<file path="src/rtl/riscv_lsu_defs.sv">
// Shared load/store encodings: store funct3 codes, store FSM states, base byte-enable patterns.
package riscv_lsu_defs;

    localparam logic [2:0] F3_SB = 3'b000;
    localparam logic [2:0] F3_SH = 3'b001;
    localparam logic [2:0] F3_SW = 3'b010;

    localparam logic [3:0] BE_BYTE = 4'b0001;
    localparam logic [3:0] BE_HALF = 4'b0011;
    localparam logic [3:0] BE_WORD = 4'b1111;

    typedef enum logic [1:0] {
        S_IDLE  = 2'd0,
        S_BEAT0 = 2'd1,
        S_BEAT1 = 2'd2,
        S_DONE  = 2'd3
    } st_state_t;

endpackage

</file>
<file path="src/rtl/riscv_store_lane.sv">
// Combinational store lane mapper: rs2 data + byte offset -> lane-aligned words, 8-bit mask, split flag.
// The high word port exists only when RISCV_STORE_SPLIT_EN is defined.
module riscv_store_lane
    import riscv_lsu_defs::*;
(
    input  logic [2:0]  i_funct3,
    input  logic [1:0]  i_off,
    input  logic [31:0] i_wdata,
`ifdef RISCV_STORE_SPLIT_EN
    output logic [31:0] o_hi_word,
`endif
    output logic [31:0] o_lo_word,
    output logic [7:0]  o_mask8,
    output logic        o_split
);

    logic [31:0] w_rep;
    logic [3:0]  w_be;
    logic        w_is_sb;

    always_comb begin
        w_rep   = i_wdata;
        w_be    = BE_WORD;
        w_is_sb = 1'b0;
        case (i_funct3)
            F3_SB: begin
                w_rep   = {4{i_wdata[7:0]}};
                w_be    = BE_BYTE;
                w_is_sb = 1'b1;
            end
            F3_SH: begin
                w_rep = {2{i_wdata[15:0]}};
                w_be  = BE_HALF;
            end
            default: ;
        endcase
    end

    assign o_mask8 = {4'b0000, w_be} << i_off;
    // Any enable landing in the upper nibble means the store crosses into the next word.
    assign o_split = |o_mask8[7:4];

`ifdef RISCV_STORE_SPLIT_EN
    logic [63:0] w_shift64;
    assign w_shift64 = {32'b0, w_rep} << {i_off, 3'b000};
    assign o_hi_word = w_shift64[63:32];
    assign o_lo_word = w_is_sb ? w_rep : w_shift64[31:0];
`else
    assign o_lo_word = w_is_sb ? w_rep : (w_rep << {i_off, 3'b000});
`endif

endmodule

</file>
<file path="src/rtl/riscv_store_align.sv">
// Store aligner: captures SB/SH/SW from MEM, drives registered req/gnt memory write beats, stalls until done.
// Optional two-beat split of word-crossing stores under RISCV_STORE_SPLIT_EN; otherwise they are rejected via st_err.
module riscv_store_align
    import riscv_lsu_defs::*;
#(
    parameter int DATA_WIDTH = 32,
    parameter int ADDR_WIDTH = 15
) (
    input  logic                  clk,
    input  logic                  rst_n,
    input  logic                  st_valid,
    output logic                  st_ready,
    input  logic [2:0]            funct3,
    input  logic [ADDR_WIDTH-1:0] addr,
    input  logic [DATA_WIDTH-1:0] wdata,
    output logic                  st_busy,
    output logic                  st_done,
    output logic                  st_err,
    output logic                  mem_req,
    input  logic                  mem_gnt,
    output logic [ADDR_WIDTH-1:0] mem_addr,
    output logic [DATA_WIDTH-1:0] mem_wdata,
    output logic [3:0]            mem_be
);

    st_state_t             r_state, w_nxt_state;
    logic                  r_req, w_nxt_req;
    logic [ADDR_WIDTH-1:0] r_addr, w_nxt_addr;
    logic [DATA_WIDTH-1:0] r_wdata, w_nxt_wdata;
    logic [3:0]            r_be, w_nxt_be;
    logic                  r_err, w_nxt_err;

    logic [DATA_WIDTH-1:0] w_lo;
    logic [7:0]            w_mask8;
    logic                  w_split;
    logic                  w_legal_f3;
    logic                  w_ok;

`ifdef RISCV_STORE_SPLIT_EN
    logic [DATA_WIDTH-1:0] w_hi;
    logic [DATA_WIDTH-1:0] r_hi;
    logic [3:0]            r_be_hi;
    logic                  r_split;
`endif

    riscv_store_lane u_lane (
        .i_funct3  (funct3),
        .i_off     (addr[1:0]),
        .i_wdata   (wdata),
`ifdef RISCV_STORE_SPLIT_EN
        .o_hi_word (w_hi),
`endif
        .o_lo_word (w_lo),
        .o_mask8   (w_mask8),
        .o_split   (w_split)
    );

    assign w_legal_f3 = (funct3 == F3_SB) || (funct3 == F3_SH) || (funct3 == F3_SW);
`ifdef RISCV_STORE_SPLIT_EN
    assign w_ok = w_legal_f3;
`else
    assign w_ok = w_legal_f3 && !w_split;
`endif

    always_comb begin
        w_nxt_state = r_state;
        w_nxt_req   = r_req;
        w_nxt_addr  = r_addr;
        w_nxt_wdata = r_wdata;
        w_nxt_be    = r_be;
        w_nxt_err   = 1'b0;
        case (r_state)
            S_IDLE: begin
                if (st_valid) begin
                    if (w_ok) begin
                        w_nxt_state = S_BEAT0;
                        w_nxt_req   = 1'b1;
                        w_nxt_addr  = {addr[ADDR_WIDTH-1:2], 2'b00};
                        w_nxt_wdata = w_lo;
                        w_nxt_be    = w_mask8[3:0];
                    end else begin
                        w_nxt_err = 1'b1;
                    end
                end
            end
            S_BEAT0: begin
                if (mem_gnt) begin
`ifdef RISCV_STORE_SPLIT_EN
                    if (r_split) begin
                        w_nxt_state = S_BEAT1;
                        w_nxt_addr  = r_addr + ADDR_WIDTH'(4);
                        w_nxt_wdata = r_hi;
                        w_nxt_be    = r_be_hi;
                    end else
`endif
                    begin
                        w_nxt_state = S_DONE;
                        w_nxt_req   = 1'b0;
                    end
                end
            end
`ifdef RISCV_STORE_SPLIT_EN
            S_BEAT1: begin
                if (mem_gnt) begin
                    w_nxt_state = S_DONE;
                    w_nxt_req   = 1'b0;
                end
            end
`endif
            S_DONE:  w_nxt_state = S_IDLE;
            default: begin
                w_nxt_state = S_IDLE;
                w_nxt_req   = 1'b0;
            end
        endcase
    end

    always_ff @(posedge clk or negedge rst_n) begin
        if (!rst_n) begin
            r_state <= S_IDLE;
            r_req   <= 1'b0;
            r_addr  <= '0;
            r_wdata <= '0;
            r_be    <= '0;
            r_err   <= 1'b0;
        end else begin
            r_state <= w_nxt_state;
            r_req   <= w_nxt_req;
            r_addr  <= w_nxt_addr;
            r_wdata <= w_nxt_wdata;
            r_be    <= w_nxt_be;
            r_err   <= w_nxt_err;
        end
    end

`ifdef RISCV_STORE_SPLIT_EN
    // Second-beat fields are held from accept until BEAT0 is granted.
    always_ff @(posedge clk or negedge rst_n) begin
        if (!rst_n) begin
            r_hi    <= '0;
            r_be_hi <= '0;
            r_split <= 1'b0;
        end else if (st_valid && r_state == S_IDLE && w_ok) begin
            r_hi    <= w_hi;
            r_be_hi <= w_mask8[7:4];
            r_split <= w_split;
        end
    end
`endif

    assign st_ready  = (r_state == S_IDLE);
    assign st_busy   = (r_state != S_IDLE);
    assign st_done   = (r_state == S_DONE);
    assign st_err    = r_err;
    assign mem_req   = r_req;
    assign mem_addr  = r_addr;
    assign mem_wdata = r_wdata;
    assign mem_be    = r_be;

endmodule
</file>
<file path="config.mk">
export PLATFORM = sky130hd
export DESIGN_NAME = riscv_store_align
export DESIGN_NICKNAME = d
export VERILOG_FILES = /design/src/rtl/riscv_lsu_defs.sv /design/src/rtl/riscv_store_lane.sv /design/src/rtl/riscv_store_align.sv
export SDC_FILE = /design/constraint.sdc
export NUM_CORES = 1
export LEC_CHECK = 0
export ABC_AREA = 1
export BUFFER_PORTS_ARGS = -buffer_cell sky130_fd_sc_hd__buf_2
export CORE_MARGIN = 3
export CORE_UTILIZATION = 40
export CTS_CLUSTER_SIZE = 10
export DETAILED_ROUTE_END_ITERATION = 7
export GPL_TIMING_DRIVEN = 0
export MAX_ROUTING_LAYER = met4
export PLACE_DENSITY = 0.65
export SLEW_MARGIN = 20
export SYNTH_ARGS = -nofsm -noshare
export SYNTH_HDL_FRONTEND = slang
export SYNTH_HIERARCHICAL = 1
export SYNTH_SLANG_ARGS = --single-unit
</file>
<file path="constraint.sdc">
create_clock -name clk -period 1.12 [get_ports clk]
set_input_delay 0.112 -clock clk [delete_from_list [all_inputs] [get_ports clk]]
set_output_delay 0.112 -clock clk [all_outputs]
set_load 0.01 [all_outputs]
</file>
# After elaboration in Yosys (flattened, before gate mapping)
# Cells that the tools add are included.
[classes]
n_bitwise = 1
mux = 15
n_eq_ne = 7
shifts = 2
n_reduce_logical = 11
[op_table]
columns = ["op", "n"]
rows = [
  ["$pmux W32 S2", 1],
  ["$mux W32", 1],
  ["$shl A32 B5 Y32", 1],
  ["$pmux W4 S2", 1],
  ["$shl A4 B2 Y8", 1],
  ["$mux W1", 7],
  ["$mux W2", 3],
  ["$reduce_and A3 Y1", 2],
  ["$ne A2 B2 Y1 const B", 2],
  ["$pmux W2 S2", 1],
  ["$reduce_and A4 Y1", 1],
  ["$reduce_or A4 Y1", 1],
  ["$eq A3 B1 Y1 const B", 1],
  ["$eq A3 B2 Y1 const B", 1],
  ["$logic_not A3 Y1", 1],
  ["$pmux W1 S3", 1],
  ["$eq A2 B1 Y1 const B", 1],
  ["$eq A2 B2 Y1 const B", 1],
  ["$logic_not A2 Y1", 1],
  ["$logic_or A1 B1 Y1", 2],
  ["$ne A2 B1 Y1 const B", 1],
  ["$reduce_bool A2 Y1", 1],
  ["$logic_and A1 B1 Y1", 1],
  ["$logic_not A1 Y1", 1],
  ["$not A1 Y1", 1],
]
[word_totals]
register_bits = 53

# Logic depth before layout (Yosys ltp)
[logic_depth]
ltp_word = 9
depth_mapped = 12

# Hierarchy
# Netlist, hierarchy kept.
[modules_own_cells]
columns = ["module", "seq_area_each_um2", "instances", "area_per_inst_um2", "cells_each"]
rows = [
  ["riscv_store_align", 1326.3, 1, 2212.1, 237],
  ["riscv_store_lane", 0.0, 1, 1152.4, 252],
]

# Least setup slack after synthesis
# No wires, ideal clock.
[synth_timing]
kind = "input to register"
startpoint = "in funct3[1]"
endpoint = "reg r_wdata[0] (netlist: mem_wdata[0])"
setup_time_ns = 0.117
path_buffers = 2
path_stages = 12
arrival_ns = 1.260
required_ns = 1.003
setup_slack_ns = -0.257
path_cell_list = "nor2_4 > buf_2 > o21ai_0 > inv_1 > a211oi_1 > nor2_1 > nand2_1 > inv_2 > nand2_2 > buf_2 > nand2_1 > nand2_1"
[synth_between]
elab_chain_len = 7
word_cells_on_any_way = 15
classes_between = "eq/ne (2); shift (2); mux (4); reduce/logical (7)"
[synth_rtl]
columns = ["item", "line_no", "source"]
rows = [
  ["start: declaration", "riscv_store_align.sv:13", "input logic [2:0] funct3,"],
  ["$eq A3 B1 Y1 / $logic_not A3 Y1 (equally long branches)", "riscv_store_lane.sv:25", "case (i_funct3)"],
  ["$pmux W4 S2 *", "riscv_store_lane.sv:25", ""],
  ["$shl A4 B2 Y8 *", "riscv_store_lane.sv:39", "assign o_mask8 = {4'b0000, w_be} << i_off;"],
  ["$reduce_or A4 Y1 *", "riscv_store_lane.sv:41", "assign o_split = |o_mask8[7:4];"],
  ["named net w_split", "riscv_store_align.sv:35", "logic w_split;"],
  ["$logic_not A1 Y1 *", "riscv_store_align.sv:62", "assign w_ok = w_legal_f3 && !w_split;"],
  ["$logic_and A1 B1 Y1 *", "riscv_store_align.sv:62", ""],
  ["$reduce_and A3 Y1 (no line) *", "--", ""],
  ["end signal: assignment", "riscv_store_align.sv:130", "r_wdata <= w_nxt_wdata;"],
  ["end: declaration", "riscv_store_align.sv:29", "logic [DATA_WIDTH-1:0] r_wdata, w_nxt_wdata;"],
]
# Mark *: on every way through the listed nets, which the timed path passes. The rest lies on a longest branch.
# A chain may end at the register's enable or synchronous reset.

# Worst setup path in the final report
[layout_timing]
startpoint = "reg r_state[1]"
endpoint = "reg r_wdata[11] (netlist: mem_wdata[11])"
[layout_between]
elab_chain_len = 2
[layout_rtl]
columns = ["item", "line_no", "source"]
rows = [
  ["start: declaration", "riscv_store_align.sv:26", "st_state_t r_state, w_nxt_state;"],
  ["start signal: assignment", "riscv_store_align.sv:127", "r_state <= w_nxt_state;"],
  ["$logic_not A2 Y1", "riscv_store_align.sv:72", "case (r_state)"],
  ["$reduce_and A3 Y1 (no line)", "--", ""],
]
# Every way passes these cells.

==> flow_metrics.py <==
metrics = {
    "routing": {
        "routed_via_density": 5.19,
        "routed.top_layer": "met4",
        "drt_first_pass_iters": 7,
        "wl_met3_um": 872,
        "wl_met1_um": 4930,
        "wl_met2_um": 5170,
        "drtAntennaViolNets": 0,
        "vias": 3718,
        "avgRoutedWirePerCell_um": 15.6,
        "remaining_drc_errors": 0,
        "routed_wl_um": 11200,
        "initialDrtViolationCount": 310,
    },
    "power": {
        "switching_share_pct": 39.6,
        "p_clk_share_pct": 15.6,
        "power_frac_comb_pct": 45.6,
        "max-vdd-ir-drop_uv": 1230,
        "power.leakage_nw": 2.62,
        "seq_power_share_pct": 38.8,
        "internal_power_mw": 5.17,
        "p_per_area_mw_per_mm2": 1890,
        "p_sw_mw": 3.39,
    },
    "worst_hold_path": {
        "hold_path_end": "mem_addr[3]",
        "hold_depth": 3,
        "holdCritPathClass": "in -> reg",
        "min_from": "addr[3]",
    },
    "sta": {
        "rsz0062_at_grt": "yes",
        "final-setup-viol-count": 53,
        "fin_skew_ps": 11.0,
        "max_freq_ghz": 0.779,
        "tightest_slew_ps": 681,
        "timing.max_slew.rel_slack_pct": 54.5,
        "final.min_clock_period_ps": 1280,
        "timing.final.crit_share_pct": 115,
        "hold_violations": 0,
        "fin_ws_ps": -164,
        "report.final.slew_viol_count": 0,
        "whs_ps": 22.9,
    },
    "die": {
        "core_sq_mm": 0.00793,
        "initial_core_util_pct": 42.1,
        "dieArea_sq_mm": 0.00947,
        "die_y_um": 97.3,
        "die_w_um": 97.3,
        "design.portCount": 110,
        "rows": 32,
    },
    "cells_and_area": {
        "area_growth_pct": 35.4,
        "finalNetCount": 668,
        "drive_gt1_share_pct": 38.0,
        "final_cell_mix": "199 x nand2_1, 108 x buf_2, 86 x nand3_1, 52 x dfrtp_1, 42 x nand2_2",
        "final_common_cell": "nand2_1",
        "insertedDiodeCount": 0,
        "fin_util_pct": 57.0,
    },
    "setup_path": {
        "critical_path_class": "reg -> reg",
        "regToRegStartpoint": "r_state[1]",
        "setup.worst_path.start_class": "flip-flop",
        "cp_num_cells": 7,
        "path_cells": "inv_2 > nand2_4 > nor2_8 > buf_6 > buf_12 > nand3_1 > nand2_1",
        "r2r_slack_ps": -160,
        "crit_path_end_kind": "flip-flop",
        "cpPeakStageDelay_ps": 420,
        "cp.required_ps": 1380,
        "timing.rr.end": "mem_wdata[11]",
        "cp.arrival_ps": 1540,
        "critPathTopFamily": "simple AND/OR/NAND/NOR gates",
        "path_buf_inv": 3,
        "critPathMaxFanout": 9,
        "cp_slowest_cell": "dfrtp_1",
        "worstRegToRegCells": 7,
    },
    "clock_network": {
        "h-tree-depth": 2,
        "numCtsBuffers": 5,
        "clockBufferDepth": 2,
        "clock-sinks": 53,
        "path_clk_slew_ps": 110,
        "cts_tree": "yes",
        "clock-root-buffer": "clkbuf_8",
        "clk_latency_ps": 310,
    },
    "outcome": {
        "violations": "setup timing",
        "status": "complete, but fails checks",
    },
    "grt": {
        "overflow": 0,
        "grt_pass1_vias": 3452,
        "grt_pass1_wl_um": 17700,
        "grt_util_all_layers_pct": 23.8,
        "grt_max_degree": 54,
        "antenna_found_initial": 0,
    },
    "placed_design": {
        "finalWeightedCongestion": 0.963,
        "placement.io_buffers": 107,
        "hpwl_um": 7750,
        "pre_cts_slack_ps": -540,
    },
    "logic_synthesis": {
        "synth_cells": 484,
        "ys_warn_count": 6,
        "syn_avg_cell_area_sq_um": 6.89,
        "synthesis.area_sq_mm": 0.00334,
    },
    "job": {
        "drv_cap": 0,
    },
}
worst max path at each step:
stage,to,start
6_report,mem_wdata[11],r_state[1]
5_1_grt,mem_wdata[17],r_state[1]
4_1_cts,st_ready,r_state[0]
3_5_place_dp,mem_be[3],funct3[2]
3_3_place_gp,mem_wdata[14],addr[0]
2_1_floorplan,mem_addr[10],funct3[2]
timing repair:
action                                 CTS  global route
setup endpoints to repair               54            54
gates resized for setup                 50            21
endpoints found under the hold margin   53             0
setup buffers                            8             1
gates cloned                             5             0
pin swaps                               23             6
hold buffers                             1             0
registers in the layout (all words and copies together), names as in the netlist:
name,cells
mem_be,4
mem_wdata,32
mem_req,1
mem_addr,13
r_state,2
st_err,1
tightest hold or removal path, cell delays in order:
cell and delay [ps]:
buf_2 70, nand3_1 60, nand2_1 60
power by group through the flow:
stage          clock network [mW]  registers (mW)  logic (mW)
2_1_floorplan                   0            3.67        1.46
6_report                     1.34            3.32        3.90
3_5_place_dp                    0            3.26        3.34
4_1_cts                      1.37            3.29        3.82
5_1_grt                      1.44            3.44        4.27
3_3_place_gp                    0            3.24        3.28
stage by stage:
step / total power [mW] / instances / TNS [ps] / cell area [sq um]
2_1_floorplan: 5.14 / 485 / -6970 / 3400
3_3_place_gp: 6.52 / 694 / -29600 / 4060
3_5_place_dp: 6.60 / 694 / -26880 / 4070
4_1_cts: 8.47 / 716 / -6070 / 4450
5_1_grt: 9.15 / 717 / -11200 / 4520
6_report: 8.56 / 717 / -7120 / 4520
area by class of cell:
type	count	area, sq um
fill	800	3410
clock inverter	2	38.8
tap	102	128
buffer	30	282
multi-input combinational	382	1890
sequential	53	1330
timing repair buffer	121	689
inverter	21	91.3
clock buffer	6	72.6
per-layer routing:
| metal | global-route usage [%] | up-vias |
|---|---|---|
| met3 | 3.73 | 21 |
| met1 | 32.7 | 1717 |
| met2 | 36.9 | 182 |
| met5 | - | - |
| li1 | - | 1798 |
| met4 | 6.18 | 0 |
No activity file was read; power rests on OpenSTA's default activity.
